==> config.mk <==
export PLATFORM = sky130hd
export DESIGN_NAME = seg7_scan_decoder
export DESIGN_NICKNAME = d
export VERILOG_FILES = /design/src/rtl/seg7_scan_decoder.sv
export SDC_FILE = /design/constraint.sdc
export NUM_CORES = 1
export LEC_CHECK = 0
export CAP_MARGIN = 5
export CORE_MARGIN = 2
export CORE_UTILIZATION = 50
export CTS_CLUSTER_DIAMETER = 30
export DETAILED_ROUTE_END_ITERATION = 12
export PLACE_DENSITY = 0.71
export SLEW_MARGIN = 20
export SYNTH_ARGS = -nofsm -noshare
export SYNTH_HDL_FRONTEND = slang
export SYNTH_SLANG_ARGS = --single-unit
==> constraint.sdc <==
create_clock -name clk -period 3.7 [get_ports clk]
set_input_delay 0.74 -clock clk [delete_from_list [all_inputs] [get_ports clk]]
set_output_delay 0.74 -clock clk [all_outputs]
set_load 0.1 [all_outputs]
==> src/rtl/seg7_scan_decoder.sv <==
// Recovers BCD digits and a binary value from a scanned 4-digit active-low 7-segment bus.
// A digit is captured after {anode,cathodes} is stable for SETTLE_CYCLES; valid follows the completing capture by 6 cycles.
module seg7_scan_decoder #(
    parameter int SETTLE_CYCLES = 4
) (
    input  logic        clk,
    input  logic        reset,
    input  logic [7:0]  anode,
    input  logic [7:0]  cathodes,
    output logic [3:0]  ones,
    output logic [3:0]  tens,
    output logic [3:0]  hundreds,
    output logic [3:0]  thousands,
    output logic [13:0] value,
    output logic        valid,
    output logic        seg_err
);
    typedef enum logic [1:0] {COLLECT, CONV, DONE} state_t;
    localparam logic [7:0] SETTLE = 8'(SETTLE_CYCLES);

    state_t      state, state_next;
    logic [7:0]  s_an, s_cat, p_an, p_cat, cnt;
    logic [3:0]  dig  [4];
    logic [3:0]  snap [4];
    logic [3:0]  mask, sel, dec_dig, conv_dig;
    logic [13:0] acc;
    logic [1:0]  step;
    logic        same, cap, one_hot, multi, dec_ok, cap_store, cap_err, snap_en;

    assign same    = ({s_an, s_cat} == {p_an, p_cat});
    assign cap     = same && (cnt == SETTLE - 8'd1);
    assign sel     = ~s_an[3:0];
    assign one_hot = (sel != 4'd0) && ((sel & (sel - 4'd1)) == 4'd0);
    assign multi   = (sel != 4'd0) && !one_hot;

    always_comb begin
        dec_ok  = 1'b1;
        dec_dig = 4'd0;
        case (s_cat[6:0])
            7'h40:   dec_dig = 4'd0;
            7'h79:   dec_dig = 4'd1;
            7'h24:   dec_dig = 4'd2;
            7'h30:   dec_dig = 4'd3;
            7'h19:   dec_dig = 4'd4;
            7'h12:   dec_dig = 4'd5;
            7'h02:   dec_dig = 4'd6;
            7'h78:   dec_dig = 4'd7;
            7'h00:   dec_dig = 4'd8;
            7'h10:   dec_dig = 4'd9;
            7'h7F:   dec_dig = 4'd0;
            default: dec_ok  = 1'b0;
        endcase
    end

    assign cap_store = cap && one_hot && dec_ok;
    assign cap_err   = cap && (multi || (one_hot && !dec_ok));
    // step 0 converts thousands (index 3), step 3 converts ones (index 0)
    assign conv_dig  = snap[~step];

    always_comb begin
        state_next = state;
        snap_en    = 1'b0;
        case (state)
            COLLECT: if (mask == 4'hF) begin
                snap_en    = 1'b1;
                state_next = CONV;
            end
            CONV:    if (step == 2'd3) state_next = DONE;
            DONE:    state_next = COLLECT;
            default: state_next = COLLECT;
        endcase
    end

    always_ff @(posedge clk) begin
        if (!reset) begin
            state     <= COLLECT;
            s_an      <= 8'hFF;
            s_cat     <= 8'hFF;
            p_an      <= 8'hFF;
            p_cat     <= 8'hFF;
            cnt       <= 8'd0;
            mask      <= 4'd0;
            acc       <= 14'd0;
            step      <= 2'd0;
            ones      <= 4'd0;
            tens      <= 4'd0;
            hundreds  <= 4'd0;
            thousands <= 4'd0;
            value     <= 14'd0;
            valid     <= 1'b0;
            seg_err   <= 1'b0;
            for (int i = 0; i < 4; i++) begin
                dig[i]  <= 4'd0;
                snap[i] <= 4'd0;
            end
        end else begin
            s_an    <= anode;
            s_cat   <= cathodes;
            p_an    <= s_an;
            p_cat   <= s_cat;
            state   <= state_next;
            valid   <= 1'b0;
            seg_err <= cap_err;

            if (!same)
                cnt <= 8'd0;
            else if (cnt < SETTLE)
                cnt <= cnt + 8'd1;

            // a capture landing on the snapshot cycle belongs to the next frame
            mask <= (snap_en ? 4'd0 : mask) | (cap_store ? sel : 4'd0);
            for (int i = 0; i < 4; i++)
                if (cap_store && sel[i]) dig[i] <= dec_dig;

            if (snap_en) begin
                for (int i = 0; i < 4; i++) snap[i] <= dig[i];
                acc  <= 14'd0;
                step <= 2'd0;
            end

            if (state == CONV) begin
                acc  <= (acc << 3) + (acc << 1) + {10'd0, conv_dig};
                step <= step + 2'd1;
            end

            if (state == DONE) begin
                ones      <= snap[0];
                tens      <= snap[1];
                hundreds  <= snap[2];
                thousands <= snap[3];
                value     <= acc;
                valid     <= 1'b1;
            end
        end
    end
endmodule

# After elaboration in Yosys (flattened, before gate mapping)
# Memory sizes are Yosys's and may differ from the RTL's. A register that Yosys moved wholly into a read port is not among the register bits.
# Index checks and enable logic that the tools add are counted.
[word_totals] inputBits=18 out_inout_bits=32 memories=2 mem_bits_rw=32 ff_bits=78 wordCells=114
[mem_list] name="dig" depth=4 word_bits=4 rd=4 rd_clocked_by_memory_dff=0 write_ports=4 line_no="23" source="logic [3:0] dig [4];"
[mem_list] name="snap" depth=4 word_bits=4 rd=5 rd_clocked_by_memory_dff=4 write_ports=4 line_no="24" source="logic [3:0] snap [4];"
[op_classes] n_reduce_logical=26 n_mux=38 order_cmp=1 eq_ne=18 addsub=5 n_bitwise=12
[op_table] op="4-bit 2-to-1 mux" n=10
[op_table] op="4-bit case mux with 9 select lines" n=1
[op_table] op="7-bit equality test (second input constant)" n=4
[op_table] op="14-bit 2-to-1 mux" n=2
[op_table] op="7-bit by 5-bit equality test with 1-bit output (second input constant)" n=3
[op_table] op="1-bit 2-to-1 mux" n=20
[op_table] op="16-bit equality test" n=1
[op_table] op="14-bit adder" n=1
[op_table] op="14-bit by 4-bit adder with 14-bit output" n=1
[op_table] op="7-bit by 6-bit equality test with 1-bit output (second input constant)" n=2
[op_table] op="1-bit logical AND" n=11
[op_table] op="11-bit OR reduction" n=1
[op_table] op="8-bit by 1-bit adder with 8-bit output (second input constant)" n=1
[op_table] op="8-bit by 2-bit equality test with 1-bit output (second input constant)" n=1
[op_table] op="8-bit by 3-bit less-than comparator with 1-bit output (second input constant)" n=1
[op_table] op="2-bit 2-to-1 mux" n=4
[op_table] op="1-bit bitwise OR" n=8
[op_table] op="7-bit by 2-bit equality test with 1-bit output (second input constant)" n=1
[op_table] op="7-bit zero test" n=1
[op_table] op="1-bit zero test" n=6
[op_table] op="4-bit AND" n=1
[op_table] op="2-bit equality test (second input constant)" n=2
[op_table] op="4-bit equality test (second input constant)" n=1
[op_table] op="4-bit zero test" n=1
[op_table] op="13 further kinds" n=15

# Longest topological paths before layout
[logic_depth] depth_word=12 ltp_mapped=12 mapped_depth_nobuf=11

# Worst setup path after synthesis
# Ideal clock, no wire load.
[synth_path] path_kind="register to register" startpoint="reg step[0]" endpoint="reg acc[12]" path_buffers=1 arrival_ns=3.004 required_time_ns=3.626 period_less_slack_ns=3.079 stages_incl_launch_ff=12 setup_ns=0.074 slack_ns=0.621 path_cell_list="dfxtp_1 -> clkbuf_1 -> mux4_2 -> inv_1 -> fa_1 -> fa_1 -> nor2b_1 -> o211ai_1 -> a21boi_0 -> a211oi_1 -> xor2_1 -> o21ai_0"
[synth_via] elab_chain_len=4
[synth_lines] element="from (decl)" line_no="27" source="logic [1:0] step;"
[synth_lines] element="from (signal assigned)" line_no="123" source="step <= step + 2'd1;"
[synth_lines] element="2-bit NOT" line_no="58" source="assign conv_dig = snap[~step];"
[synth_lines] element="memory 4 x 4 bit"
[synth_lines] element="14-bit by 4-bit adder with 14-bit output" line_no="122" source="acc <= (acc << 3) + (acc << 1) + {10'd0, conv_dig};"
[synth_lines] element="14-bit 2-to-1 mux" line_no="121" source="if (state == CONV) begin"
[synth_lines] element="to (signal assigned)" line_no="122"
[synth_lines] element="to (decl)" line_no="26" source="logic [13:0] acc;"
# No other way between the ends.
# A chain may end at the register's enable or synchronous reset.

# Final worst setup path
# Ends and elaborated chain as after synthesis.

==> reports/results.ini <==
[logic_synthesis]
yosys-mux-area-fraction_pct=1.97
syn-num-nets=589
synth_top_family_by_area=simple AND/OR/NAND/NOR gates
synth_edf_count=32
syn_area_per_cell_um2=10.2
synth_area_leader_cell=dfxtp_1
ys_seq_area_share_pct=51.0
synth_warnings=0
synthAdderAreaFrac_pct=6.10
syn_inst=545
synth_xor_area_share_pct=4.69
synth.most_common_cell=dfxtp_1
ys_top_cells_by_area=dfxtp_1, edfxtp_1, ha_1
syn-cell-area_um2=5580
ys.flop_type=dfxtp_1
ys_types=51
synth_compound_area_share_pct=10.7
async_flop_share_pct=0
synth-simple-area-share_pct=22.3
yosys_register_bits=126
synth_common_cells=dfxtp_1, nand2_1, a21boi_0
synth_top_area_share_pct=33.7

[sta]
hold_viol_final=0
tns_ns=0
rsz0062_at_grt=no
fin_crit_sh_pct=89.2
maxSlewViolCount=0
whs_ns=0.461
min_period_ns=3.30
setup-violations-final=0
worst_pin_slew_ns=0.975
fmax_mhz=303
relSlewSlack_pct=34.8
fin_skew_ns=0.00547

[critical_path]
critPathTopFamily=adder cells
critPathMaxStageDelay_ns=0.55
end_kind=register
arrival_ns=3.75
crit_chain=mux4_2 -> inv_1 -> fa_1 -> fa_1 -> nor2b_1 -> o211ai_1 -> a21boi_0 -> a211oi_1 -> xor2_1 -> o21ai_0
path_buf_inv=1
r2r_cells=10
crit_path_max_fanout=7
worstReg2RegEnd=acc[12]
cp_common_cell=fa_1
crit-reg2reg-launch=step[0]
worstSetupPathType=register to register
rrSetupSlack_ns=0.40
start_kind=register
worstPathRequired_ns=4.15
crit_path_top_delay_cell=mux4_2

[min_path]
hp-class=register to register
min_from=s_cat[7]
min_to=p_cat[7]
worstHoldPathCells=1

[global_routing]
grt_use_total_pct=19.1
grt_overflow=0
grt_pass1_wl_um=17500
antenna_found_initial=0
grt_max_degree=44
grt_pass1_vias=3813

[clock_network]
cts_hold_buf=0
cts_root_buffer=clkbuf_8
post_cts_buffers=0
cts_resized=0
insertion_delay_ns=0.53
cts_sinks=126
cts_buffers=17
clk_path_buf_depth=2
tritoncts=built
clk_pin_slew_worst_paths_ns=0.06
htreeDepth=4

[routing]
drc=0
route.vias.total=3896
wl_per_cell_um=14.1
avgViaCountPerCell=5.28
antenna_left=0
drtIter0Drc=135
drt-total-wl_um=10400
drt-pass1-iter-count=4

[place]
gp_congestion=0.833
dpl_cell_area_um2=6130
hpwl_um=7080
portBuffers=49

[finish]
drive_gt1_share_pct=9.03
fin_nets=629
synthToLayoutAreaGrowth_pct=19.6
antenna_cells=0
stdcell_area_um2=6670

[floorplanning]
io_pins=50
core_um2=10800
dieArea_um2=12000
start_util_pct=51.4
fp.dieW_um=110
rows=38
die_y_um=110

[outcome]
status=complete, no violations

[power_and_ir_drop]
power_density_nw_per_um2=455
leakagePower_uw=0.00254
vdd_drop_max_v=0.000381

[flow_run]
cap_violations=0

-- worst reg2reg max path: stages, from the launching register on --
cell      delay (ns)
dfxtp_1         0.51
mux4_2          0.55
inv_1           0.08
fa_1            0.45
fa_1            0.49
nor2b_1         0.18
o211ai_1        0.10
a21boi_0        0.39
a211oi_1        0.16
xor2_1          0.16
o21ai_0         0.15
-- registers in the layout, indices dropped and copies added, names as in the netlist, 2 cells and up --
register	flops
dig	16
snap	16
acc	14
value	14
cnt	8
p_an	8
p_cat	8
s_an	8
s_cat	8
hundreds	4
mask	4
ones	4
tens	4
thousands	4
state	2
step	2
-- metal layers --
layer | global-route usage [%] | share of wire, %
met5 | 0 | 0
met1 | 23.2 | 46
met4 | 9.49 | 1.4
met3 | 5.75 | 4.5
met2 | 31.0 | 48
-- where the power goes --
part	internal, µW	switching [µW]	leakage [µW]
sequential	1440	25.7	0.00110
clock	904	560	0.000272
combinational	55.2	48.1	0.00117
-- how the worst max path moves through the flow --
| stage | startpoint | endpoint | slack, ns | depth (start not counted) |
|---|---|---|---|---|
| 2_1_floorplan | step[0] | acc[12] | 0.62 | 11 |
| 3_3_place_gp | step[0] | acc[12] | 0.52 | 10 |
| 3_5_place_dp | step[0] | acc[12] | 0.43 | 10 |
| 4_1_cts | step[0] | acc[12] | 0.41 | 10 |
| 5_1_grt | step[0] | acc[12] | 0.21 | 10 |
| 6_report | step[0] | acc[12] | 0.40 | 10 |
-- per-stage QoR --
stage	utilization (%)	worst slack, ns	instances	power, µW
after floorplan	-	0.621	545	1560
after global placement	56.6	0.522	706	1590
after detailed placement	56.6	0.435	706	1600
after CTS	61.5	0.412	738	3060
after global routing	61.5	0.210	738	3130
final	61.5	0.398	738	3030
-- cell families after synthesis --
group,count (synthesis)
AND/OR/NAND/NOR,229
AO/OA/AOI/OAI,87
flip-flops,126
XOR/XNOR,29
multiplexers,6
adder cells (fa/ha/maj),26
buffers and inverters,42
-- layout make-up --
type                    count  area [µm²]
flip-flops and latches    126        2840
well taps                 140         175
fillers                   919        4170
clock inverters             7        36.3
clock buffers              25         494
inverters                   8        30.0
repair buffers             55         531
multi-input cells         377        2560
-- layout by cell type, fill, tap and decap left out, drive strengths merged, types with 3 or more instances in the layout --
master          n
a211oi          4
a21boi         39
nor4            5
inv             9
o211ai          5
nand2b         35
edfxtp         32
o21ai          16
nor2           19
ha             24
a22oi           3
nand2          77
mux4            4
nand3          19
dfxtp          94
a21oi           7
buf             7
a21o            3
and3           25
nor3b           3
a31oi           3
clkbuf         25
clkinv          6
xor2            4
and2            3
clkdlybuf4s50  48
nor3           11
nand4           9
o21a            4
or3             3
nor2b           9
xnor2          25
Note: power is estimated with default switching activity, not from simulation.
